===== config.mk =====
export PLATFORM = sky130hd
export DESIGN_NAME = dht_read_scheduler
export DESIGN_NICKNAME = d
export VERILOG_FILES = /design/src/rtl/dht_read_scheduler.sv
export SDC_FILE = /design/constraint.sdc
export NUM_CORES = 1
export LEC_CHECK = 0
export CORE_ASPECT_RATIO = 0.8
export CORE_MARGIN = 1
export CORE_UTILIZATION = 51
export CTS_CLUSTER_SIZE = 14
export DETAILED_ROUTE_END_ITERATION = 10
export PLACE_DENSITY = 0.77
export SYNTH_ARGS = -nofsm -noshare
export SYNTH_HDL_FRONTEND = slang
export SYNTH_SLANG_ARGS = --single-unit
export TNS_END_PERCENT = 30

===== constraint.sdc =====
create_clock -name clk -period 4.2 [get_ports clk]
set_input_delay 1.05 -clock clk [delete_from_list [all_inputs] [get_ports clk]]
set_output_delay 1.05 -clock clk [all_outputs]
set_load 0.02 [all_outputs]

===== src/rtl/dht_read_scheduler.sv =====
//============================================================================
// Module  : dht_read_scheduler
// Purpose : Schedules, times out, retries and validates single-wire sensor reads.
// Revision: 1.0 - initial release
//============================================================================
`default_nettype none

module dht_read_scheduler #(
  parameter int PERIOD_TICKS  = 200,
  parameter int SETTLE_TICKS  = 100,
  parameter int TIMEOUT_TICKS = 5,
  parameter int MAX_RETRY     = 3
) (
  input  logic        clk,
  input  logic        rst,
  input  logic        tick_10msec,
  input  logic        manual_req,
  input  logic        enable,
  input  logic        ctr_busy,
  input  logic        ctr_done,
  input  logic        ctr_error,
  input  logic [39:0] ctr_frame,
  output logic        start_req,
  output logic [7:0]  humidity,
  output logic [7:0]  temperature,
  output logic        data_valid,
  output logic        fail,
  output logic [7:0]  err_count,
  output logic        sched_busy,
  output logic [2:0]  sched_state
);

  localparam int PW = $clog2(PERIOD_TICKS + 1);
  localparam int SW = $clog2(SETTLE_TICKS + 1);
  localparam int TW = $clog2(TIMEOUT_TICKS + 1);
  localparam int AW = $clog2(MAX_RETRY + 2);

  localparam logic [2:0] S_IDLE    = 3'd0;
  localparam logic [2:0] S_ISSUE   = 3'd1;
  localparam logic [2:0] S_WAIT    = 3'd2;
  localparam logic [2:0] S_CHECK   = 3'd3;
  localparam logic [2:0] S_HOLDOFF = 3'd4;

  logic [2:0]    state_q, state_d;
  logic [PW-1:0] period_cnt_q, period_cnt_d;
  logic [SW-1:0] settle_cnt_q, settle_cnt_d;
  logic [TW-1:0] timeout_cnt_q, timeout_cnt_d;
  logic [AW-1:0] attempt_q, attempt_d;
  logic          pend_q, pend_d;
  logic          retry_q, retry_d;
  logic [39:0]   frame_q, frame_d;
  logic [7:0]    humidity_q, humidity_d;
  logic [7:0]    temperature_q, temperature_d;
  logic          data_valid_q, data_valid_d;
  logic          fail_q, fail_d;
  logic [7:0]    err_count_q, err_count_d;

  logic       w_period_hit, w_pend_now, w_issue_idle;
  logic       w_settle_hit, w_timeout_hit;
  logic       w_check_good, w_attempt_fail, w_can_retry;
  logic [7:0] w_sum;

  assign w_period_hit  = enable && tick_10msec && (period_cnt_q == PW'(PERIOD_TICKS - 1));
  assign w_pend_now    = pend_q || manual_req || w_period_hit;
  assign w_issue_idle  = (state_q == S_IDLE) && w_pend_now && !ctr_busy;
  assign w_settle_hit  = tick_10msec && (settle_cnt_q == SW'(SETTLE_TICKS - 1));
  assign w_timeout_hit = tick_10msec && (timeout_cnt_q == TW'(TIMEOUT_TICKS - 1));
  assign w_sum         = frame_q[39:32] + frame_q[31:24] + frame_q[23:16] + frame_q[15:8];
  assign w_check_good  = (state_q == S_CHECK) && (w_sum == frame_q[7:0]);
  assign w_can_retry   = (attempt_q <= AW'(MAX_RETRY));
  // error beats done; a frame arriving on the timeout tick is still accepted
  assign w_attempt_fail = ((state_q == S_WAIT) && (ctr_error || (!ctr_done && w_timeout_hit)))
                       || ((state_q == S_CHECK) && (w_sum != frame_q[7:0]));

  always_ff @(posedge clk or posedge rst) begin
    if (rst) state_q <= S_HOLDOFF;
    else     state_q <= state_d;
  end

  always_comb begin
    state_d = state_q;
    case (state_q)
      S_IDLE:    if (w_issue_idle) state_d = S_ISSUE;
      S_ISSUE:   state_d = S_WAIT;
      S_WAIT: begin
        if (ctr_error)          state_d = S_HOLDOFF;
        else if (ctr_done)      state_d = S_CHECK;
        else if (w_timeout_hit) state_d = S_HOLDOFF;
      end
      S_CHECK:   state_d = S_HOLDOFF;
      S_HOLDOFF: if (w_settle_hit) state_d = retry_q ? S_ISSUE : S_IDLE;
      default:   state_d = S_HOLDOFF;
    endcase
  end

  always_comb begin
    period_cnt_d  = period_cnt_q;
    settle_cnt_d  = settle_cnt_q;
    timeout_cnt_d = timeout_cnt_q;
    attempt_d     = attempt_q;
    retry_d       = retry_q;
    frame_d       = frame_q;
    humidity_d    = humidity_q;
    temperature_d = temperature_q;
    data_valid_d  = data_valid_q;
    fail_d        = fail_q;
    err_count_d   = err_count_q;

    if (!enable)          period_cnt_d = '0;
    else if (tick_10msec) period_cnt_d = w_period_hit ? '0 : period_cnt_q + 1'b1;

    pend_d = (enable && (pend_q || w_period_hit)) || manual_req;
    if (w_issue_idle) pend_d = 1'b0;

    if (state_q != S_HOLDOFF) settle_cnt_d = '0;
    else if (tick_10msec)     settle_cnt_d = w_settle_hit ? '0 : settle_cnt_q + 1'b1;
    if ((state_q == S_HOLDOFF) && w_settle_hit && retry_q) retry_d = 1'b0;

    if (state_q == S_ISSUE) begin
      attempt_d     = attempt_q + 1'b1;
      timeout_cnt_d = '0;
    end else if ((state_q == S_WAIT) && tick_10msec) begin
      timeout_cnt_d = timeout_cnt_q + 1'b1;
    end

    if ((state_q == S_WAIT) && ctr_done && !ctr_error) frame_d = ctr_frame;

    if (w_check_good) begin
      humidity_d    = frame_q[39:32];
      temperature_d = frame_q[23:16];
      data_valid_d  = 1'b1;
      fail_d        = 1'b0;
      attempt_d     = '0;
      retry_d       = 1'b0;
    end

    if (w_attempt_fail) begin
      if (err_count_q != 8'hFF) err_count_d = err_count_q + 8'd1;
      if (w_can_retry) begin
        retry_d = 1'b1;
      end else begin
        fail_d    = 1'b1;
        attempt_d = '0;
        retry_d   = 1'b0;
      end
    end
  end

  always_ff @(posedge clk or posedge rst) begin
    if (rst) begin
      period_cnt_q  <= '0;
      settle_cnt_q  <= '0;
      timeout_cnt_q <= '0;
      attempt_q     <= '0;
      pend_q        <= 1'b0;
      retry_q       <= 1'b0;
      frame_q       <= '0;
      humidity_q    <= '0;
      temperature_q <= '0;
      data_valid_q  <= 1'b0;
      fail_q        <= 1'b0;
      err_count_q   <= '0;
    end else begin
      period_cnt_q  <= period_cnt_d;
      settle_cnt_q  <= settle_cnt_d;
      timeout_cnt_q <= timeout_cnt_d;
      attempt_q     <= attempt_d;
      pend_q        <= pend_d;
      retry_q       <= retry_d;
      frame_q       <= frame_d;
      humidity_q    <= humidity_d;
      temperature_q <= temperature_d;
      data_valid_q  <= data_valid_d;
      fail_q        <= fail_d;
      err_count_q   <= err_count_d;
    end
  end

  always_comb begin
    start_req   = (state_q == S_ISSUE);
    sched_busy  = (state_q != S_IDLE);
    sched_state = state_q;
    humidity    = humidity_q;
    temperature = temperature_q;
    data_valid  = data_valid_q;
    fail        = fail_q;
    err_count   = err_count_q;
  end

endmodule

`default_nettype wire

==> impl_metrics.yaml <==
synthesis:
  synth-edff-count: 0
  ys_ff_latch: 92
  yosysSeqAreaShare_pct: 49.30
  ys.flop_type: "dfrtp_1"
  yosys-top-cells-count: "91 x dfrtp_1, 49 x mux2_2, 25 x nor2_1"
  yosysWarnings: 0
  yosysMostFrequentCell: "dfrtp_1"
  synth_area_per_cell_um2: 12.53
  yosysTopAreaCell: "dfrtp_1"
  synth.top_cell.area_share_pct: 48.74
  synthArstFlopShare_pct: 100.0
  synthCells: 373
  yosys.cell_types.count: 58
  synth_area_leaders: "dfrtp_1 49%, mux2_2 12%, fa_1 6.0%"
  syn-cell-area_mm2: 0.004672
  synth_fp_nets: 449
timing:
  relSlewSlack_pct: 46.35
  drv_slew: 0
  worstMarginPinSlew_ps: 803.8
  setup_violations: 0
  fin_crit_sh_pct: 93.28
  hold_viol: 0
  hold_slack_ps: 498.8
  rsz0062_at_grt: "false"
  setup_tns_ps: 0
  min_period_ps: 3918
  max_freq_mhz: 255.3
  fin_skew_ps: 4.958
finish:
  design_area_mm2: 0.005833
  nets: 531
  utilization_pct: 67.27
  synthToLayoutAreaGrowth_pct: 24.85
  final_cells: 571
  antenna_cells: 0
  multi_input_area_mm2: 0.002215
  regArea_mm2: 0.002303
  layout-drive-gt1-share_pct: 19.83
  fillers: 653
place:
  io_buffers: 78
  dpl.hpwl_um: 6405
  placed_area_mm2: 0.005565
  gp_congestion: 0.8041
  dp.cells: 556
clock_tree:
  cts_buffers: 9
  cts_setup_buffers: 0
  cts_tree: "done"
  root_buffer: "clkbuf_16"
  clkLatencyLatePin_ps: 340
  cts_resized: 0
  cts_sinks: 92
  cts_hold_buf: 0
  clockBufferDepth: 2
  clk_pin_slew_worst_paths_ps: 60
  h-tree-depth: 3
global_routing:
  grt_pass1_vias: 3144
  grt_remaining_overflow: 0
  grt_antenna_before_repair: 0
  grt_first_pass_wirelength_um: 14880
  grt_max_degree: 48
  grt_usage_pct: 20.69
floorplan:
  die_w_um: 109.0
  initial_utilization_pct: 53.88
  rows: 30
  coreArea_mm2: 0.008671
  die-area_mm2: 0.009550
  ios: 79
  die_h_um: 87.61
routing:
  viasPerCell: 5.238
  drc: 0
  drt_iter0_markers: 169
  wirelength_um: 8854
  vias: 2991
  dr.pass1.iters: 4
  wl_per_cell_um: 15.51
  drt.antenna.violating_nets: 0
power_and_ir_drop:
  peakVddDrop_mv: 0.4911
  leakagePower_uw: 0.002554
  power.density_mw_per_mm2: 885.9
critical_path:
  crit_fanout: 11
  crit_required_ps: 4430
  cp-end-kind: "flop"
  crit_type: "flop to flop"
  cp.arrival_ps: 4150
  critPathLaunchType: "flop"
run:
  maxCapViolCount: 0
min_path:
  hold_class: "flop to flop"
run_status:
  run_status: "finished clean"
layer usage:
metal / share of wire, % / routed length [um] / vias up / track usage, %
li1: - / - / 1443 / -
met1: 48 / 4239 / 1469 / 27.90
met2: 46 / 4086 / 68 / 32.93
met3: 4.7 / 418 / 11 / 5.432
met4: 1.2 / 110 / 0 / 6.634
met5: 0 / 0 / - / 0
cells in the final DEF, fill, tap and decap left out, types with 7 or more instances in the layout:
| cell | n |
|---|---|
| nand3_1 | 14 |
| clkdlybuf4s50_1 | 78 |
| dfrtp_1 | 91 |
| a21oi_1 | 7 |
| mux2_4 | 8 |
| xnor2_1 | 19 |
| nor3_1 | 8 |
| nand2_1 | 12 |
| o21ai_0 | 8 |
| ha_1 | 14 |
| mux2_2 | 49 |
| clkbuf_16 | 9 |
| fa_1 | 14 |
| xor2_1 | 16 |
| inv_1 | 19 |
| nor2_1 | 25 |
worst max-delay path, cell delays in order (launching register included):
cell and delay, ps:
dfrtp_1 400, fa_1 540, inv_1 50, fa_1 500, inv_1 50, ha_1 230, fa_1 400, a21o_1 200
a21oi_2 170, xnor2_1 90, nor3_1 300, and4b_1 270, buf_4 240, mux2_2 360
stage by stage:
stage / power, uW / worst slack [ps]
3_3_place_gp: 4363 / 470.6
3_5_place_dp: 4459 / 324.6
2_1_floorplan: 3739 / 563.2
6_report: 5167 / 282.4
4_1_cts: 5232 / 277.1
5_1_grt: 5586 / 99.45
report_power, final:
group	internal (uW)	switching, uW	total (uW)
sequential	1220	290	1510
combinational	1510	1410	2920
clock	400	339	739
total	3130	2040	5170
flip-flops by register name, summed over array words and instances (netlist names):
| name | flops |
|---|---|
| fail | 1 |
| humidity | 8 |
| period_cnt_q | 8 |
| frame_q | 40 |
| attempt_q | 3 |
| sched_state | 3 |
| data_valid | 1 |
| timeout_cnt_q | 3 |
| err_count | 8 |
| pend_q | 1 |
| temperature | 8 |
| settle_cnt_q | 7 |
| retry_q | 1 |
layout make-up:
cell class | count | share of cell area, %
clock buffers | 10 | 3.925
clock inverters | 5 | 0.6650
well taps | 112 | 2.402
flip-flops and latches | 92 | 39.49
inverters | 20 | 1.308
repair buffers | 83 | 14.24
multi-input cells | 249 | 37.97
cells by family (layout without fill, tap and decap cells):
group           Yosys count  in the layout  share of synthesized area (%)
buf+inv                  32            118                          3.294
fa+ha+maj                28             28                          9.748
xor+xnor                 35             35                          6.561
compound gates           34             34                          5.223
mux                      61             61                          15.24
flops                    92             92                          49.30
simple gates             91             91                          10.63
worst paths after layout:
kind                                     startpoint  cells past startpoint                          end  slack, ps
hold / removal             err_count[6]$_DFFE_PP0P_                      1     err_count[6]$_DFFE_PP0P_        500
setup / recovery             frame_q[9]$_DFFE_PP0P_                     13      humidity[1]$_DFFE_PP0P_        280
max in group asynchronous                       rst                      3      frame_q[23]$_DFFE_PP0P_       2340
min in group asynchronous                       rst                      2  period_cnt_q[1]$_DFFE_PP0P_       1160
hold reg to reg            err_count[6]$_DFFE_PP0P_                      1     err_count[6]$_DFFE_PP0P_        500
setup reg to reg             frame_q[9]$_DFFE_PP0P_                     13      humidity[1]$_DFFE_PP0P_        280
(Power assumes the default switching activity.)
